### src/rtl/led_pwm_fader.sv
// Breathing-fade PWM driver for the blinker LED: linear duty ramp, fixed-rate PWM output.
// Optional perceptual curve on the compare value: define LED_PWM_FADER_GAMMA_EN.
//
// state  | meaning
// S_OFF  | duty held at 0, waiting for led_q
// S_UP   | ramping duty up one step per FADE_PERIODS PWM periods
// S_ON   | duty held at 255, waiting for led_q to drop
// S_DOWN | ramping duty down one step per FADE_PERIODS PWM periods
module led_pwm_fader #(
   parameter int CLK_FREQ_KHz = 50000,
   parameter int PWM_FREQ_Hz  = 1000,
   parameter int FADE_PERIODS = 1
) (
   input  logic       clk,
   input  logic       rst,
   input  logic       led_in,
   output logic       led_pwm,
   output logic [7:0] duty,
   output logic       busy
);

   localparam int PRESCALE = (CLK_FREQ_KHz * 1000) / (PWM_FREQ_Hz * 256);
   localparam int PW = (PRESCALE > 1) ? $clog2(PRESCALE) : 1;
   localparam int SW = (FADE_PERIODS > 1) ? $clog2(FADE_PERIODS) : 1;
   localparam logic [PW-1:0] PRESC_LAST = PW'(PRESCALE - 1);
   localparam logic [SW-1:0] STEP_LAST  = SW'(FADE_PERIODS - 1);

   generate
      if (PRESCALE < 1) begin : g_bad_prescale
         $error("led_pwm_fader: PRESCALE must be >= 1");
      end
      if (FADE_PERIODS < 1) begin : g_bad_fade
         $error("led_pwm_fader: FADE_PERIODS must be >= 1");
      end
   endgenerate

   typedef enum logic [1:0] {S_OFF, S_UP, S_ON, S_DOWN} state_t;

   state_t        state_q;
   logic          led_q;
   logic [PW-1:0] presc_cnt_q;
   logic [7:0]    pwm_cnt_q;
   logic [SW-1:0] step_cnt_q;
   logic [7:0]    duty_q;
   logic          busy_q;
   logic          led_pwm_q;
   logic          tick;
   logic          period_end;
   logic          step;
   logic [7:0]    cmp;

   assign tick       = (presc_cnt_q == PRESC_LAST);
   assign period_end = tick && (pwm_cnt_q == 8'hff);
   assign step       = period_end && (step_cnt_q == STEP_LAST);

`ifdef LED_PWM_FADER_GAMMA_EN
   logic [7:0] gamma_unused;
   assign {cmp, gamma_unused} = {8'd0, duty_q} * {8'd0, duty_q} + 16'd255;
`else
   assign cmp = duty_q;
`endif

   always_ff @(posedge clk) begin
      if (rst) begin
         led_q       <= 1'b0;
         presc_cnt_q <= '0;
         pwm_cnt_q   <= '0;
      end else begin
         led_q <= led_in;
         if (tick) begin
            presc_cnt_q <= '0;
            pwm_cnt_q   <= pwm_cnt_q + 8'd1;
         end else begin
            presc_cnt_q <= presc_cnt_q + PW'(1);
         end
      end
   end

   // Any state change restarts the step counter so the next step waits a full fade interval.
   always_ff @(posedge clk) begin
      if (rst) begin
         state_q    <= S_OFF;
         duty_q     <= '0;
         busy_q     <= 1'b0;
         step_cnt_q <= '0;
         led_pwm_q  <= 1'b0;
      end else begin
         led_pwm_q <= (pwm_cnt_q < cmp);
         if (period_end) begin
            step_cnt_q <= step ? '0 : step_cnt_q + SW'(1);
         end
         case (state_q)
            S_OFF: begin
               if (led_q) begin
                  state_q    <= S_UP;
                  busy_q     <= 1'b1;
                  step_cnt_q <= '0;
               end
            end
            S_UP: begin
               if (!led_q) begin
                  state_q    <= S_DOWN;
                  step_cnt_q <= '0;
               end else if (duty_q == 8'hff) begin
                  state_q    <= S_ON;
                  busy_q     <= 1'b0;
                  step_cnt_q <= '0;
               end else if (step) begin
                  duty_q <= duty_q + 8'd1;
                  if (duty_q == 8'hfe) begin
                     state_q    <= S_ON;
                     busy_q     <= 1'b0;
                     step_cnt_q <= '0;
                  end
               end
            end
            S_ON: begin
               if (!led_q) begin
                  state_q    <= S_DOWN;
                  busy_q     <= 1'b1;
                  step_cnt_q <= '0;
               end
            end
            S_DOWN: begin
               if (led_q) begin
                  state_q    <= S_UP;
                  step_cnt_q <= '0;
               end else if (duty_q == 8'h00) begin
                  state_q    <= S_OFF;
                  busy_q     <= 1'b0;
                  step_cnt_q <= '0;
               end else if (step) begin
                  duty_q <= duty_q - 8'd1;
                  if (duty_q == 8'h01) begin
                     state_q    <= S_OFF;
                     busy_q     <= 1'b0;
                     step_cnt_q <= '0;
                  end
               end
            end
            default: begin
               state_q <= S_OFF;
               duty_q  <= '0;
               busy_q  <= 1'b0;
            end
         endcase
      end
   end

   assign led_pwm = led_pwm_q;
   assign duty    = duty_q;
   assign busy    = busy_q;

endmodule

### config.mk
export PLATFORM = sky130hd
export DESIGN_NAME = led_pwm_fader
export DESIGN_NICKNAME = d
export VERILOG_FILES = /design/src/rtl/led_pwm_fader.sv
export SDC_FILE = /design/constraint.sdc
export NUM_CORES = 1
export LEC_CHECK = 0
export BUFFER_PORTS_ARGS = -buffer_cell sky130_fd_sc_hd__buf_2
export CAP_MARGIN = 25
export CORE_MARGIN = 4
export CORE_UTILIZATION = 51
export DETAILED_ROUTE_END_ITERATION = 12
export PLACE_DENSITY = 0.7
export SYNTH_ARGS = -nofsm -noshare
export SYNTH_HDL_FRONTEND = slang
export SYNTH_SLANG_ARGS = --single-unit
export TNS_END_PERCENT = 30
### constraint.sdc
create_clock -name clk -period 3.08 [get_ports clk]
set_input_delay 0.924 -clock clk [delete_from_list [all_inputs] [get_ports clk]]
set_output_delay 0.924 -clock clk [all_outputs]
set_load 0.02 [all_outputs]
==> results of run 1 <==
==> synthesized netlist by cell type, types with 2 or more instances <==
master | count | area, sq um
a2111oi_0 | 2 | 17.5
a211oi_1 | 4 | 30.0
a21o_1 | 3 | 22.5
a21o_2 | 2 | 17.5
a21oi_1 | 10 | 50.1
and3_1 | 3 | 18.8
and3_2 | 2 | 15.0
and3b_1 | 3 | 26.3
buf_2 | 2 | 10.0
clkbuf_1 | 4 | 15.0
dfxtp_1 | 30 | 601
ha_1 | 19 | 238
inv_1 | 12 | 45.0
nand2_1 | 11 | 41.3
nand2b_1 | 4 | 25.0
nand3_1 | 10 | 50.1
nand4_1 | 5 | 31.3
nor2_1 | 26 | 97.6
nor2b_1 | 5 | 31.3
nor3_1 | 6 | 30.0
nor3b_2 | 2 | 25.0
o211ai_1 | 2 | 15.0
o21a_1 | 2 | 15.0
o21ai_0 | 4 | 20.0
o22ai_1 | 2 | 12.5
or3_1 | 3 | 18.8
xnor2_1 | 8 | 70.1
xor2_1 | 8 | 70.1
==> flip-flops by register name, summed over array words and instances, names as in the netlist <==
| register | cells |
|---|---|
| led_pwm | 1 |
| presc_cnt_q | 8 |
| step_cnt_q | 1 |
| state_q | 2 |
| pwm_cnt_q | 8 |
| led_q | 1 |
| busy | 1 |
| duty | 8 |
==> layer usage <==
layer / share of wire, % / GRT usage [%] / wire length (um) / vias up
li1: - / - / - / 807
met2: 46 / 26.2 / 1790 / 26
met1: 49 / 22.1 / 1890 / 730
met4: 1.3 / 6.07 / 49 / 0
met5: 0 / 0 / 0 / -
met3: 4.1 / 4.06 / 158 / 5
==> cell families after synthesis <==
logic type	count (synthesis)	synth area share, %
compound gates	43	17.6
simple gates	91	26.3
fa+ha+maj	19	12.5
buf+inv	18	3.67
mux	2	1.11
flops	30	31.5
xor+xnor	16	7.34
==> stage by stage <==
stage,util (%),hold slack [ns],instances,setup WS [ns],instance area (sq um)
after floorplan,-,0.449,219,0.753,1910
after global placement,57.7,0.470,271,0.727,2000
after detailed placement,57.7,0.483,271,0.663,2000
after CTS,61.8,0.502,279,0.624,2140
after global routing,61.8,0.528,279,0.440,2140
final,61.8,0.493,279,0.641,2140
==> final cells by class <==
class,instances,share of cell area (%)
clock buffers,6,3.85
inverters,12,2.10
well taps,46,2.68
flip-flops and latches,30,28.0
clock inverters,2,2.80
multi-input cells,171,57.8
repair buffers,12,2.80
==> cell usage in the layout (no fill, tap or decap), types with 8 or more instances in the layout <==
master,netlist,layout
dfxtp_1,30,30
nor2_1,26,26
ha_1,19,19
inv_1,12,12
buf_2,2,12
nand2_1,11,11
nand3_1,10,10
a21oi_1,10,10
xor2_1,8,8
xnor2_1,8,8
==> power by group through the flow <==
stage / combinational [mW] / sequential [mW] / clock [mW]
6_report: 0.247 / 0.427 / 0.501
5_1_grt: 0.274 / 0.431 / 0.528
4_1_cts: 0.243 / 0.427 / 0.513
3_5_place_dp: 0.242 / 0.436 / 0
3_3_place_gp: 0.241 / 0.434 / 0
2_1_floorplan: 0.191 / 0.437 / 0
==> worst max-delay path, cell delays in order (launching register included) <==
cell       delay, ns
dfxtp_1         0.50
inv_1           0.14
ha_1            0.23
or3b_2          0.22
o211ai_4        0.09
a2111oi_4       0.59
nor2b_1         0.22
mux2_1          0.32
==> worst max-delay path by stage <==
stage | end | slack, ns
after floorplan | duty[3] | 0.75
after global placement | duty[3] | 0.73
after detailed placement | duty[3] | 0.66
after CTS | duty[3] | 0.62
after global routing | duty[3] | 0.44
final | duty[3] | 0.64
==> impl_metrics.toml, run 1 <==
[hold_path]
hold_end = "presc_cnt_q[0]"
hp-start = "presc_cnt_q[0]"
hold_path_depth = 1
hp-class = "flip-flop to flip-flop"

[finish]
layout.area.seq_sq_um = 601
final_nets = 254
antenna_cells = 0
multi_input_area_sq_um = 1240
synthToLayoutAreaGrowth_pct = 12.3
fill_cells = 325
drive_gt1_share_pct = 15.5

[power]
p_sw_uw = 320
p_int_uw = 855
power_frac_comb_pct = 21.0
finalPower_mw = 1.18
power.leakage_nw = 0.856
clock_power_share_pct = 42.6
irDropWorstVdd_v = 0.000301
pwr-share-seq_pct = 36.3
p_sw_share_pct = 27.2
p_per_area_nw_per_um2 = 548

[critical_path]
required_ns = 3.25
arrival_ns = 2.61
endpoint_kind = "flip-flop"
path_class = "flip-flop to flip-flop"
r2r_slack_ns = 0.64
crit_start = "duty[0]"
r2r-end = "duty[3]"
r2r-start = "duty[0]"
crit_path_start_kind = "flip-flop"
rr_worst_depth = 7
critPathMaxFanout = 10

[floorplanning]
die-area_sq_um = 4790
die_y_um = 69.2
ioPinCount = 13
floorplan.rows = 21
start_util_pct = 55.1
core-area_sq_um = 3470
die_x_um = 69.2

[global_routing]
grt_max_degree = 27
antenna_found_initial = 0
grt_overflow_total = 0
first_global_vias = 1431
grt_use_total_pct = 16.7
grt_pass1_wl_um = 6580

[outcome]
status = "finished, final reports clean"

[cts]
cts.path.max_buffers = 2
clockRootBuffer = "clkbuf_8"
cts_sinks = 30
cts_tree = "built"
ctsResizeCount = 0
cts-htree-levels = 2
clock_latency_ns = 0.28
postCtsSetupBuffers = 0
hold_buffers = 0
clkSlewWorstSetupHoldPaths_ns = 0.07
cts_buffers = 5

[synth]
synth_edf_count = 0
synth_fp_nets = 241
synthDistinctLibCells = 53
synthFlopType = "dfxtp_1"
ys_seq_area_share_pct = 31.5
synth_seq_cells = 30
synthArstFlopShare_pct = 0
syn_area_sq_um = 1910
syn_area_per_cell_sq_um = 8.72
ys.warnings.count = 0
syn_inst = 219

[sta]
hold_viol_final = 0
tns_ns = 0
rsz0062_at_grt = "no"
slew_viol_final = 0
setup_viol = 0
finalClockSkew_ns = 0.00670
layout_min_cycle_time_ns = 2.44
fmaxAchievable_ghz = 0.410
timing.final.crit_share_pct = 79.2
tightest_slew_ns = 0.591
slew_headroom_pct = 60.6

[place]
gp_congestion = 0.837
dp_hpwl_um = 2820
numPortBuffers = 12

[drt]
first_iter_violations = 85
ant_nets = 0
via_per_inst = 5.62
wl_per_cell_um = 13.9
dr.pass1.iters = 4
drc = 0
vias = 1568
finalWirelength_um = 3880

[run]
maxCapViolations = 0
(Power assumes the default switching activity.)
==> run 2, diff against run 1 <==
--- a/config.mk
+++ b/config.mk
@@ -10,7 +10,7 @@
 export CORE_MARGIN = 4
 export CORE_UTILIZATION = 51
 export DETAILED_ROUTE_END_ITERATION = 12
-export PLACE_DENSITY = 0.7
+export PLACE_DENSITY = 0.73
 export SYNTH_ARGS = -nofsm -noshare
 export SYNTH_HDL_FRONTEND = slang
 export SYNTH_SLANG_ARGS = --single-unit
==> constraint.sdc (replaced) <==
create_clock -name clk -period 2 [get_ports clk]
set_input_delay 0.6 -clock clk [delete_from_list [all_inputs] [get_ports clk]]
set_output_delay 0.6 -clock clk [all_outputs]
set_load 0.02 [all_outputs]
==> run 2 against run 1 <==
First-iteration DRC count increased by 42%. Maximum frequency is 27% higher. Global-route usage increased by 1.6 points. Combinational power rose by 70%. Core utilization is 4.3 points higher. Critical path type unchanged. Critical endpoint is now duty[2].
==> impl_metrics.toml, run 2 (synthesis gave the netlist of run 1 again) <==
[finish]
fill_cells = 321
antenna_cells = 0
fin_cells = 300
final_common_cell = "dfxtp_1"
stdcell_area_sq_um = 2290
utilization_pct = 66.2
final_nets = 275
synthToLayoutAreaGrowth_pct = 20.2
final_cell_mix = "dfxtp_1 (27), nor2_1 (25), buf_4 (21), ha_1 (17), buf_2 (12)"
drive_gt1_share_pct = 26.4

[cts]
clkSlewWorstSetupHoldPaths_ns = 0.07
cts.path.max_buffers = 2
cts_tree = "built"
clock_latency_ns = 0.29
cts_sinks = 30
cts-htree-levels = 2
clockRootBuffer = "clkbuf_8"
postCtsSetupBuffers = 0
cts_buffers = 5

[global_routing]
antenna_found_initial = 0
grt_overflow_total = 0
grt_use_total_pct = 18.3
grt_max_degree = 27
grt_pass1_wl_um = 7110
first_global_vias = 1546

[drt]
ant_nets = 0
first_iter_violations = 121
via_per_inst = 5.44
wl_per_cell_um = 13.8
drc = 0
vias = 1633
finalWirelength_um = 4130
dr.pass1.iters = 4

[floorplanning]
die-area_sq_um = 4790
start_util_pct = 55.1
die_y_um = 69.2
die_x_um = 69.2
ioPinCount = 13
floorplan.rows = 21
core-area_sq_um = 3470

[power]
power.leakage_nw = 0.950
p_sw_uw = 510
p_int_mw = 1.09
pwr-share-seq_pct = 41.1
irDropWorstVdd_v = 0.000494
power_frac_comb_pct = 26.2
finalPower_mw = 1.60
clock_power_share_pct = 32.7
p_per_area_nw_per_um2 = 697
p_sw_share_pct = 31.9

[sta]
tightest_slew_ns = 0.484
slew_viol_final = 0
slew_headroom_pct = 67.8
hold_viol_final = 0
layout_min_cycle_time_ns = 1.93
fmaxAchievable_ghz = 0.519
timing.final.crit_share_pct = 96.3
rsz0062_at_grt = "yes"
whs_ns = 0.494
finalClockSkew_ns = 0.00601
setup_ws_ns = 0.0742
setup_viol = 0
tns_ns = 0

[place]
gp_congestion = 0.874
dpl_worst_slack_ns = 0.0255
dp.cells = 292
numPortBuffers = 12
placedInstanceArea_sq_um = 2190
dp_hpwl_um = 3080

[critical_path]
r2r-end = "duty[2]"
rr_worst_depth = 8
path_class = "flip-flop to flip-flop"
arrival_ns = 2.11
endpoint_kind = "flip-flop"
crit_path_start_kind = "flip-flop"
r2r-start = "duty[1]"
crit_start = "duty[1]"
critPathMaxFanout = 9
required_ns = 2.19
r2r_slack_ns = 0.07
endpoint = "duty[2]"

[hold_path]
hp-class = "flip-flop to flip-flop"

[run]
maxCapViolations = 0

[outcome]
status = "finished, final reports clean"
-- run 2: cell type report --
cell class	instances	area, sq um	share of cell area [%]
clock buffers	6	82.6	3.60
clock inverters	2	11.3	0.491
inverters	12	50.0	2.18
multi-input cells	171	1270	55.2
flip-flops and latches	30	609	26.6
well taps	46	57.6	2.51
repair buffers	33	218	9.49
-- run 2: worst min path at each step --
| stage | start | end | slack [ns] | depth (start not counted) |
|---|---|---|---|---|
| final | step_cnt_q | step_cnt_q | 0.49 | 2 |
| after global routing | step_cnt_q | step_cnt_q | 0.50 | 2 |
| after CTS | step_cnt_q | step_cnt_q | 0.49 | 2 |
| after detailed placement | step_cnt_q | step_cnt_q | 0.48 | 2 |
| after global placement | presc_cnt_q[0] | presc_cnt_q[0] | 0.47 | 1 |
| after floorplan | presc_cnt_q[0] | presc_cnt_q[0] | 0.45 | 1 |
-- run 2: power groups by stage --
stage	combinational [mW]	sequential [mW]	clock, mW
after floorplan	0.294	0.670	0
after global placement	0.392	0.666	0
after detailed placement	0.399	0.668	0
after CTS	0.400	0.655	0.540
after global routing	0.466	0.661	0.579
final	0.419	0.658	0.523
-- run 2: metal layers --
layer  vias up  share of wire, %  global-route usage (%)
met5         -                 0                       0
met4         0               1.9                    7.38
met3         9               5.0                    6.23
met2        27                42                    26.5
met1       747                51                    24.6
li1        850                 -                       -
-- run 2: what timing repair did --
| item | CTS | global route |
|---|---|---|
| resized for setup | 0 | 7 |
| endpoints found under the setup margin | 0 | 9 |
| hold buffers | 0 | 0 |
-- run 2: critical path, cell delays in order (launching register included) --
cell,delay (ns)
dfxtp_4,0.36
inv_4,0.08
ha_4,0.12
or3b_4,0.39
o211ai_4,0.22
a2111oi_4,0.10
buf_4,0.18
and3_2,0.19
o21ba_2,0.18
